**config.mk**
```make
export PLATFORM = sky130hd
export DESIGN_NAME = iic_slave
export DESIGN_NICKNAME = d
export VERILOG_FILES = /design/src/rtl/iic_slave.sv
export SDC_FILE = /design/constraint.sdc
export NUM_CORES = 1
export LEC_CHECK = 0
export ABC_AREA = 0
export CAP_MARGIN = 30
export CORE_ASPECT_RATIO = 1.25
export CORE_MARGIN = 1.5
export CORE_UTILIZATION = 63
export CTS_CLUSTER_SIZE = 14
export DETAILED_ROUTE_END_ITERATION = 12
export DONT_BUFFER_PORTS = 1
export GPL_TIMING_DRIVEN = 0
export HOLD_SLACK_MARGIN = 0.06
export PLACE_DENSITY_LB_ADDON = 0.2
export SETUP_SLACK_MARGIN = 0.2
export SLEW_MARGIN = 20
export SYNTH_ARGS = -nofsm -noshare
export SYNTH_HDL_FRONTEND = slang
export SYNTH_SLANG_ARGS = --single-unit
```
**constraint.sdc**
```tcl
create_clock -name clk -period 2.6 [get_ports clk]
set_input_delay 0.52 -clock clk [delete_from_list [all_inputs] [get_ports clk]]
set_output_delay 0.52 -clock clk [all_outputs]
set_load 0.03 [all_outputs]
```
**src/rtl/iic_slave.sv**
```systemverilog
// I2C target: START/STOP decode, 7-bit device match, 8-bit register address,
// single and burst byte writes/reads through a simple register-bank port.
module iic_slave #(
  parameter logic [6:0] DEV_ADDR = 7'b1101000
) (
  input  logic       clk,
  input  logic       rst,
  input  logic       iic_scl,
  input  logic       iic_sda_i,
  output logic       iic_sda_o,
  output logic       iic_sda_ctrl,
  output logic [7:0] reg_addr,
  output logic [7:0] reg_wdata,
  output logic       reg_wr,
  output logic       reg_rd,
  input  logic [7:0] reg_rdata,
  output logic       busy
);

  typedef enum logic [3:0] {
    S_IDLE, S_DEV, S_DEV_ACK, S_ADDR, S_ADDR_ACK,
    S_WDATA, S_WDATA_ACK, S_RDATA, S_RDATA_ACK, S_IGNORE
  } state_e;

  state_e      state_q, state_d;
  logic [2:0]  scl_q, scl_d, sda_q, sda_d;
  logic [7:0]  sh_q, sh_d;
  logic [3:0]  cnt_q, cnt_d;
  logic [7:0]  addr_q, addr_d, wdata_q, wdata_d;
  logic        ctrl_q, ctrl_d, o_q, o_d;
  logic        wr_q, wr_d, rd_q, rd_d, ld_q, ld_d;
  logic        busy_q, busy_d, rw_q, rw_d;

  logic        scl_rise, scl_fall, start_c, stop_c, sda_in;
  logic [7:0]  byte_in;

  // bit 1 is the synchronized level, bit 2 the previous sample
  assign scl_d    = {scl_q[1:0], iic_scl};
  assign sda_d    = {sda_q[1:0], iic_sda_i};
  assign sda_in   = sda_q[1];
  assign byte_in  = {sh_q[6:0], sda_in};
  assign scl_rise = scl_q[1] & ~scl_q[2];
  assign scl_fall = ~scl_q[1] & scl_q[2];
  assign start_c  = scl_q[1] & scl_q[2] & sda_q[2] & ~sda_q[1];
  assign stop_c   = scl_q[1] & scl_q[2] & ~sda_q[2] & sda_q[1];

  always_comb begin
    state_d = state_q;
    sh_d    = sh_q;
    cnt_d   = cnt_q;
    addr_d  = addr_q;
    wdata_d = wdata_q;
    ctrl_d  = ctrl_q;
    o_d     = o_q;
    busy_d  = busy_q;
    rw_d    = rw_q;
    wr_d    = 1'b0;
    rd_d    = 1'b0;
    ld_d    = rd_q;
    if (ld_q) sh_d = reg_rdata;
    if (start_c) begin
      state_d = S_DEV;
      cnt_d   = 4'd0;
      ctrl_d  = 1'b0;
      o_d     = 1'b1;
    end else if (stop_c) begin
      state_d = S_IDLE;
      ctrl_d  = 1'b0;
      o_d     = 1'b1;
      busy_d  = 1'b0;
    end else begin
      case (state_q)
        S_DEV: if (scl_rise) begin
          sh_d  = byte_in;
          cnt_d = cnt_q + 4'd1;
          if (cnt_q == 4'd7) begin
            if (sh_q[6:0] == DEV_ADDR) begin
              state_d = S_DEV_ACK;
              busy_d  = 1'b1;
              rw_d    = sda_in;
              rd_d    = sda_in;
            end else begin
              state_d = S_IGNORE;
              busy_d  = 1'b0;
            end
          end
        end
        S_DEV_ACK, S_ADDR_ACK, S_WDATA_ACK: if (scl_fall) begin
          if (!ctrl_q) begin
            ctrl_d = 1'b1;
            o_d    = 1'b0;
          end else begin
            ctrl_d = 1'b0;
            o_d    = 1'b1;
            cnt_d  = 4'd0;
            if (state_q == S_DEV_ACK) begin
              state_d = S_ADDR;
              // read data was fetched during the ACK clock; first bit goes out now
              if (rw_q) begin
                state_d = S_RDATA;
                ctrl_d  = 1'b1;
                o_d     = sh_q[7];
                sh_d    = {sh_q[6:0], 1'b0};
                cnt_d   = 4'd1;
              end
            end else begin
              state_d = S_WDATA;
              if (state_q == S_WDATA_ACK) addr_d = addr_q + 8'd1;
            end
          end
        end
        S_ADDR: if (scl_rise) begin
          sh_d  = byte_in;
          cnt_d = cnt_q + 4'd1;
          if (cnt_q == 4'd7) begin
            addr_d  = byte_in;
            state_d = S_ADDR_ACK;
          end
        end
        S_WDATA: if (scl_rise) begin
          sh_d  = byte_in;
          cnt_d = cnt_q + 4'd1;
          if (cnt_q == 4'd7) begin
            wdata_d = byte_in;
            wr_d    = 1'b1;
            state_d = S_WDATA_ACK;
          end
        end
        S_RDATA: if (scl_fall) begin
          if (cnt_q == 4'd8) begin
            ctrl_d  = 1'b0;
            o_d     = 1'b1;
            state_d = S_RDATA_ACK;
          end else begin
            ctrl_d = 1'b1;
            o_d    = sh_q[7];
            sh_d   = {sh_q[6:0], 1'b0};
            cnt_d  = cnt_q + 4'd1;
          end
        end
        S_RDATA_ACK: if (scl_rise) begin
          if (!sda_in) begin
            state_d = S_RDATA;
            cnt_d   = 4'd0;
            addr_d  = addr_q + 8'd1;
            rd_d    = 1'b1;
          end else begin
            state_d = S_IGNORE;
            busy_d  = 1'b0;
          end
        end
        default: ;
      endcase
    end
  end

  always_ff @(posedge clk) begin
    if (rst) begin
      state_q <= S_IDLE;
      scl_q   <= 3'b111;
      sda_q   <= 3'b111;
      sh_q    <= 8'h00;
      cnt_q   <= 4'd0;
      addr_q  <= 8'h00;
      wdata_q <= 8'h00;
      ctrl_q  <= 1'b0;
      o_q     <= 1'b1;
      wr_q    <= 1'b0;
      rd_q    <= 1'b0;
      ld_q    <= 1'b0;
      busy_q  <= 1'b0;
      rw_q    <= 1'b0;
    end else begin
      state_q <= state_d;
      scl_q   <= scl_d;
      sda_q   <= sda_d;
      sh_q    <= sh_d;
      cnt_q   <= cnt_d;
      addr_q  <= addr_d;
      wdata_q <= wdata_d;
      ctrl_q  <= ctrl_d;
      o_q     <= o_d;
      wr_q    <= wr_d;
      rd_q    <= rd_d;
      ld_q    <= ld_d;
      busy_q  <= busy_d;
      rw_q    <= rw_d;
    end
  end

  assign iic_sda_o    = o_q;
  assign iic_sda_ctrl = ctrl_q;
  assign reg_addr     = addr_q;
  assign reg_wdata    = wdata_q;
  assign reg_wr       = wr_q;
  assign reg_rd       = rd_q;
  assign busy         = busy_q;

endmodule
```
==> results of run 1 <==
==> cell usage after synthesis (7+ instances only) <==
library cell and count:
nand3_1 12, mux2_2 8, buf_2 8, nor2_1 31, a21oi_1 22, nand2_1 9, dfxtp_1 45, nor3_1 10
or2_2 8, nand2b_1 7, mux2i_1 20, o21ai_0 8, o31ai_1 9
==> flip-flops by register name, summed over array words and instances, names as in the netlist, 3 cells and up <==
name,flops
scl_q,3
sh_q,8
reg_wdata,8
state_q,4
reg_addr,8
cnt_q,4
sda_q,3
==> area by class of cell <==
cell class / count / area [um2]
plain buffers: 20 / 115
clock buffers: 5 / 68.8
clock inverters: 3 / 65.1
fillers: 344 / 1220
inverters: 6 / 22.5
multi-input cells: 231 / 1600
flip-flops and latches: 45 / 901
well taps: 56 / 70.1
==> metal layers <==
metal	GRT usage	vias up
met5	0	-
met4	0.145	0
met3	0.0543	23
met2	0.491	106
met1	0.368	1117
li1	-	1142
==> kinds of logic (layout without fill, tap and decap cells) <==
family,after synthesis,count (layout),synth area share
and+or+nand+nor,121,121,0.270
adders and majority gates,3,3,0.0142
AOI/OAI and AO/OA,78,78,0.210
muxes,28,28,0.110
DFF,45,45,0.341
xor gates and xnor gates,1,1,0.00332
buffers and inverters,26,34,0.0521
==> worst min path at each step <==
stage	start	to	slack, ns	depth (start not counted)
after floorplan	scl_q[0]	scl_q[1]	0.39	1
after global placement	sda_q[0]	sda_q[1]	0.39	1
after detailed placement	sda_q[0]	sda_q[1]	0.39	1
after CTS	iic_sda_i	sda_q[0]	0.31	1
after global routing	iic_scl	scl_q[0]	0.31	1
final	iic_sda_i	sda_q[0]	0.32	1
==> critical path: cells and delay by family (launching register included) <==
family / cells / cell delay (ns)
AND/OR/NAND/NOR: 2 / 0.36
AO/OA/AOI/OAI: 3 / 0.91
buffers and inverters: 1 / 0.21
flip-flops: 1 / 0.59
==> metrics by stage <==
stage,hold slack (ns),util,cells
6_report,0.316,0.700,366
5_1_grt,0.313,0.700,366
4_1_cts,0.314,0.700,366
3_5_place_dp,0.394,0.667,358
3_3_place_gp,0.391,0.667,358
2_1_floorplan,0.389,-,302
==> power by group through the flow <==
| stage | Combinational [uW] | Clock, uW | Sequential [uW] |
|---|---|---|---|
| after global routing | 1240 | 657 | 807 |
| final | 1130 | 627 | 799 |
| after CTS | 1110 | 628 | 799 |
| after global placement | 1100 | 0 | 815 |
| after floorplan | 895 | 0 | 805 |
| after detailed placement | 1100 | 0 | 815 |
==> flow_metrics.env, run 1 <==
export IMPL_rsz0062_at_grt="no"
export IMPL_yosysWarnings=0
export IMPL_synthTopCellsByArea="dfxtp_1 (34%), mux2i_1 (7.6%), nor2_1 (4.4%)"
export IMPL_ff2ff_path_depth=6
export IMPL_finalPower_uw=2560
export IMPL_drt_iter0_drc=218
export IMPL_antennaDiodeCount=0
export IMPL_cts_sinks=45
export IMPL_setup_violations_final=0
export IMPL_drive_above_1_share=0.148
export IMPL_slowest_delay_ns=0.59
export IMPL_hold_viol=0
export IMPL_viasPerCell=6.52
export IMPL_placed_cell_area_um2=2710
export IMPL_cts_max_path_buffers=2
export IMPL_maxCapViolCount=0
export IMPL_path_clk_slew_ns=0.08
export IMPL_initial_core_util=0.650
export IMPL_ant_nets=0
export IMPL_overflow=0
export IMPL_syn_nets=317
export IMPL_ys_types=63
export IMPL_ys_flop_type="dfxtp_1"
export IMPL_comb_power_share=0.443
export IMPL_crit_fanout=10
export IMPL_worstMarginPinSlew_ns=0.772
export IMPL_cp_cell_sequence="and3b_1 -> nor4_2 -> a311o_1 -> buf_2 -> o311ai_0 -> o31ai_1"
export IMPL_cellLeakagePower_uw=0.00104
export IMPL_die_w_um=60.9
export IMPL_r2r_end="reg_addr[5]"
export IMPL_highest_layer="met4"
export IMPL_synth_top_cell_area_share=0.341
export IMPL_worstSetupStartpoint="iic_sda_ctrl"
export IMPL_ctsRootBufferMaster="clkbuf_8"
export IMPL_num_vias=2388
export IMPL_numCtsBuffers=5
export IMPL_numPortBuffers=0
export IMPL_power_share_switching=0.393
export IMPL_syn_area_per_cell_um2=8.75
export IMPL_grt_pass1_wl_um=10200
export IMPL_setup_slack_ns=0.400
export IMPL_slew_headroom=0.480
export IMPL_path_class="reg2reg"
export IMPL_power_density_nw_per_um2=900
export IMPL_cts_tree="built"
export IMPL_cp_slowest_cell="dfxtp_1"
export IMPL_finalInstanceArea_um2=2850
export IMPL_wl_met2_um=3130
export IMPL_outcome="complete, no violations"
export IMPL_endpoint="reg_addr[5]"
export IMPL_fp_row_count=26
export IMPL_route_detailed_drc=0
export IMPL_final_nets=324
export IMPL_yosysTopAreaCell="dfxtp_1"
export IMPL_period_needed_ns=2.20
export IMPL_wl_met3_um=388
export IMPL_syn_to_final_growth_pct=7.72
export IMPL_design_core_area_um2=4070
export IMPL_critPathCaptureType="flop"
export IMPL_p_switching_uw=1010
export IMPL_num_io_pins=33
export IMPL_die_h_um=75.4
export IMPL_synth_seq_cells=45
export IMPL_pre_cts_ws_ns=0.460
export IMPL_met1Wirelength_um=2720
export IMPL_post_route_period_util=0.846
export IMPL_postCtsHoldBufs=0
export IMPL_die_area_um2=4590
export IMPL_grt_max_degree=15
export IMPL_insertion_delay_ns=0.30
export IMPL_fin_tns_setup_ns=0
export IMPL_skew_ns=0.00721
export IMPL_cts_resized=0
export IMPL_wl_per_cell_um=17.7
export IMPL_post_cts_setup_buffers=0
export IMPL_firstDrtPassIters=5
export IMPL_cellInternalPower_uw=1550
export IMPL_crit_arrival_ns=2.37
export IMPL_cts_max_level=2
export IMPL_syn_cell_area_um2=2640
export IMPL_hold_class="in2reg"
export IMPL_ff2ff_setup_slack_ns=0.40
export IMPL_gp_congestion=0.966
export IMPL_wl_um=6470
export IMPL_cp_start_kind="flop"
export IMPL_dpl_hpwl_um=4710
export IMPL_ys_seq_area_frac=0.341
export IMPL_async_flop_share=0
export IMPL_critPathRequiredTime_ns=2.77
export IMPL_synth_edff_count=0
export IMPL_fmax_mhz=454
export IMPL_synthesis_instances=302
export IMPL_layout_common_cells="dfxtp_1 (45), nor2_1 (31), a21oi_1 (22), mux2i_1 (20), nand3_1 (12)"
export IMPL_final_common_cell="dfxtp_1"
export IMPL_pwr_share_clk=0.245
export IMPL_finalMaxSlewViolations=0
export IMPL_seq_power_share=0.312
export IMPL_r2r_start="iic_sda_ctrl"
export IMPL_ir_worst_vdd_mv=0.423
export IMPL_gr_usage_all_layers=0.297
export IMPL_grt_pass1_vias=2186
export IMPL_antenna_found_initial=0
Note: power is estimated with default switching activity, not from simulation.
==> run 2, diff against run 1 <==
--- a/config.mk
+++ b/config.mk
@@ -9,7 +9,7 @@
 export CAP_MARGIN = 30
 export CORE_ASPECT_RATIO = 1.25
 export CORE_MARGIN = 1.5
-export CORE_UTILIZATION = 63
+export CORE_UTILIZATION = 57
 export CTS_CLUSTER_SIZE = 14
 export DETAILED_ROUTE_END_ITERATION = 12
 export DONT_BUFFER_PORTS = 1
==> constraint.sdc (replaced) <==
create_clock -name clk -period 1.9 [get_ports clk]
set_input_delay 0.38 -clock clk [delete_from_list [all_inputs] [get_ports clk]]
set_output_delay 0.38 -clock clk [all_outputs]
set_load 0.03 [all_outputs]
==> run 2 against run 1 <==
The flow now finishes with violations (setup timing). Total power up 81%. Clock skew is 0.0046 ns higher. Critical path type unchanged. Register-to-register slack got worse by 0.51 ns. Global-route usage rose by 1.8 points. Critical path depth increased by 2. Worst setup slack lost 0.51 ns. Utilization increased by 11 points. First-iteration DRC count rose by 15%. Sequential cell count did not move.
==> flow_metrics.env, run 2 (same netlist as run 1, synthesis figures left out) <==
export IMPL_outcome="complete, but fails checks"
export IMPL_violations="setup timing"
export IMPL_die_area_um2=5050
export IMPL_initial_core_util=0.597
export IMPL_ant_nets=0
export IMPL_post_route_period_util=1.06
export IMPL_wl_um=8950
export IMPL_postCtsHoldBufs=0
export IMPL_ff2ff_path_depth=8
export IMPL_wl_met3_um=530
export IMPL_layout_common_cells="dfxtp_1 (32), buf_4 (30), nor2_1 (28), mux2i_1 (19), a21oi_1 (17)"
export IMPL_dpl_hpwl_um=4830
export IMPL_seq_power_share=0.247
export IMPL_hold_viol=0
export IMPL_pwr_share_clk=0.160
export IMPL_cts_tree="built"
export IMPL_maxCapViolCount=0
export IMPL_path_common_cell="buf_4"
export IMPL_grt_pass1_vias=2537
export IMPL_drive_above_1_share=0.410
export IMPL_crit_fanout=5
export IMPL_hp_start="iic_scl"
export IMPL_numCtsBuffers=5
export IMPL_fp_row_count=27
export IMPL_hold_path_depth=1
export IMPL_pre_cts_ws_ns=-0.140
export IMPL_path_class="reg2reg"
export IMPL_rsz0062_at_grt="yes"
export IMPL_r2r_start="state_q[0]"
export IMPL_p_switching_uw=1990
export IMPL_cellLeakagePower_uw=0.00130
export IMPL_cts_max_path_buffers=2
export IMPL_grt_pass1_wl_um=12500
export IMPL_syn_to_final_growth_pct=35.9
export IMPL_gp_congestion=0.942
export IMPL_firstDrtPassIters=5
export IMPL_viasPerCell=6.69
export IMPL_grt_max_degree=15
export IMPL_fillers=279
export IMPL_die_w_um=63.9
export IMPL_insertion_delay_ns=0.31
export IMPL_met1Wirelength_um=3460
export IMPL_cts_sinks=45
export IMPL_ctsRootBufferMaster="clkbuf_8"
export IMPL_ff2ff_setup_slack_ns=-0.11
export IMPL_cpLargestDelayFamily="compound AO/OA/AOI/OAI gates"
export IMPL_slowest_delay_ns=0.39
export IMPL_period_needed_ns=2.01
export IMPL_final_nets=360
export IMPL_die_h_um=79.1
export IMPL_cellInternalPower_uw=2650
export IMPL_slew_headroom=0.600
export IMPL_worstMarginPinSlew_ns=0.596
export IMPL_antenna_found_initial=0
export IMPL_power_density_nw_per_um2=1290
export IMPL_skew_ns=0.0118
export IMPL_numPortBuffers=0
export IMPL_comb_power_share=0.593
export IMPL_hold_class="in2reg"
export IMPL_drt_iter0_drc=250
export IMPL_critPathCaptureType="flop"
export IMPL_cts_max_level=2
export IMPL_fin_util=0.811
export IMPL_hold_ws_ns=0.174
export IMPL_gr_usage_all_layers=0.315
export IMPL_setup_violations_final=4
export IMPL_r2r_end="reg_addr[1]"
export IMPL_seqCellArea_um2=932
export IMPL_final_common_cell="dfxtp_1"
export IMPL_multi_input_area_um2=1960
export IMPL_setup_slack_ns=-0.107
export IMPL_wl_met2_um=4590
export IMPL_fmax_mhz=498
export IMPL_wl_per_cell_um=22.2
export IMPL_antennaDiodeCount=0
export IMPL_fin_tns_setup_ns=-0.273
export IMPL_critPathRequiredTime_ns=2.09
export IMPL_crit_arrival_ns=2.20
export IMPL_num_vias=2702
export IMPL_cp_start_kind="flop"
export IMPL_design_core_area_um2=4430
export IMPL_path_clk_slew_ns=0.09
export IMPL_ir_worst_vdd_mv=0.765
export IMPL_route_detailed_drc=0
export IMPL_num_io_pins=33
export IMPL_path_buf_inv=3
export IMPL_finalMaxSlewViolations=0
export IMPL_cp_slowest_cell="nor4b_4"
export IMPL_min_to="scl_q[0]"
export IMPL_overflow=0
export IMPL_cp_cell_sequence="buf_6 -> nor4b_4 -> a311oi_4 -> buf_4 -> a211oi_4 -> buf_4 -> a21oi_2 -> a311oi_1"
export IMPL_highest_layer="met4"
export IMPL_power_share_switching=0.428
## run 2: layout make-up
| type | count | area share |
|---|---|---|
| buffer | 20 | 0.0498 |
| sequential | 45 | 0.260 |
| clock inverter | 2 | 0.0108 |
| inverter | 6 | 0.00802 |
| clock buffer | 6 | 0.0202 |
| multi-input combinational | 232 | 0.547 |
| tap | 58 | 0.0202 |
| timing repair buffer | 35 | 0.0840 |
## run 2: worst max-delay path by stage
stage	from	to	cells past startpoint
4_1_cts	state_q[0]	reg_addr[0]	6
5_1_grt	state_q[2]	busy	9
6_report	state_q[0]	reg_addr[1]	8
3_5_place_dp	state_q[1]	reg_addr[7]	6
2_1_floorplan	state_q[0]	reg_addr[0]	6
3_3_place_gp	scl_q[2]	reg_addr[7]	6
## run 2: worst register-to-register path, cell delays in order, from the launching register on
cell,delay [ns]
dfxtp_2,0.34
buf_6,0.14
nor4b_4,0.39
a311oi_4,0.10
buf_4,0.18
a211oi_4,0.25
buf_4,0.18
a21oi_2,0.04
a311oi_1,0.25
## run 2: what timing repair did
item	in CTS	in global routing
gates resized for setup	50	67
buffers inserted	17	17
hold endpoints to repair	0	0
endpoints found under the setup margin	31	36
pin swaps	13	17
cloned	1	1
## run 2: per-stage QoR
stage               instance area [um2]  power [uW]  cells
floorplan                          2670        2350    302
global placement                   2740        2650    360
detailed placement                 2740        2660    360
CTS                                3200        3880    386
global route                       3590        4800    404
finish                             3590        4640    404
## run 2: routing by layer
metal / GRT usage / vias up
li1: - / 1214
met1: 0.372 / 1304
met2: 0.545 / 140
met3: 0.0581 / 44
met4: 0.152 / 0
met5: 0 / -
## run 2: power groups by stage
stage               logic (uW)  registers, uW  clock network [uW]
global route              2880           1150                 775
CTS                       2030           1110                 736
detailed placement        1540           1120                   0
global placement          1530           1120                   0
floorplan                 1250           1100                   0
finish                    2750           1150                 744
==> run 3, diff against run 2 <==
--- a/config.mk
+++ b/config.mk
@@ -10,6 +10,7 @@
 export CORE_ASPECT_RATIO = 1.25
 export CORE_MARGIN = 1.5
 export CORE_UTILIZATION = 57
+export CTS_CLUSTER_DIAMETER = 150
 export CTS_CLUSTER_SIZE = 14
 export DETAILED_ROUTE_END_ITERATION = 12
 export DONT_BUFFER_PORTS = 1
==> results of run 3 <==
No change in the layout: final DEF, timing and power equal those of run 2.
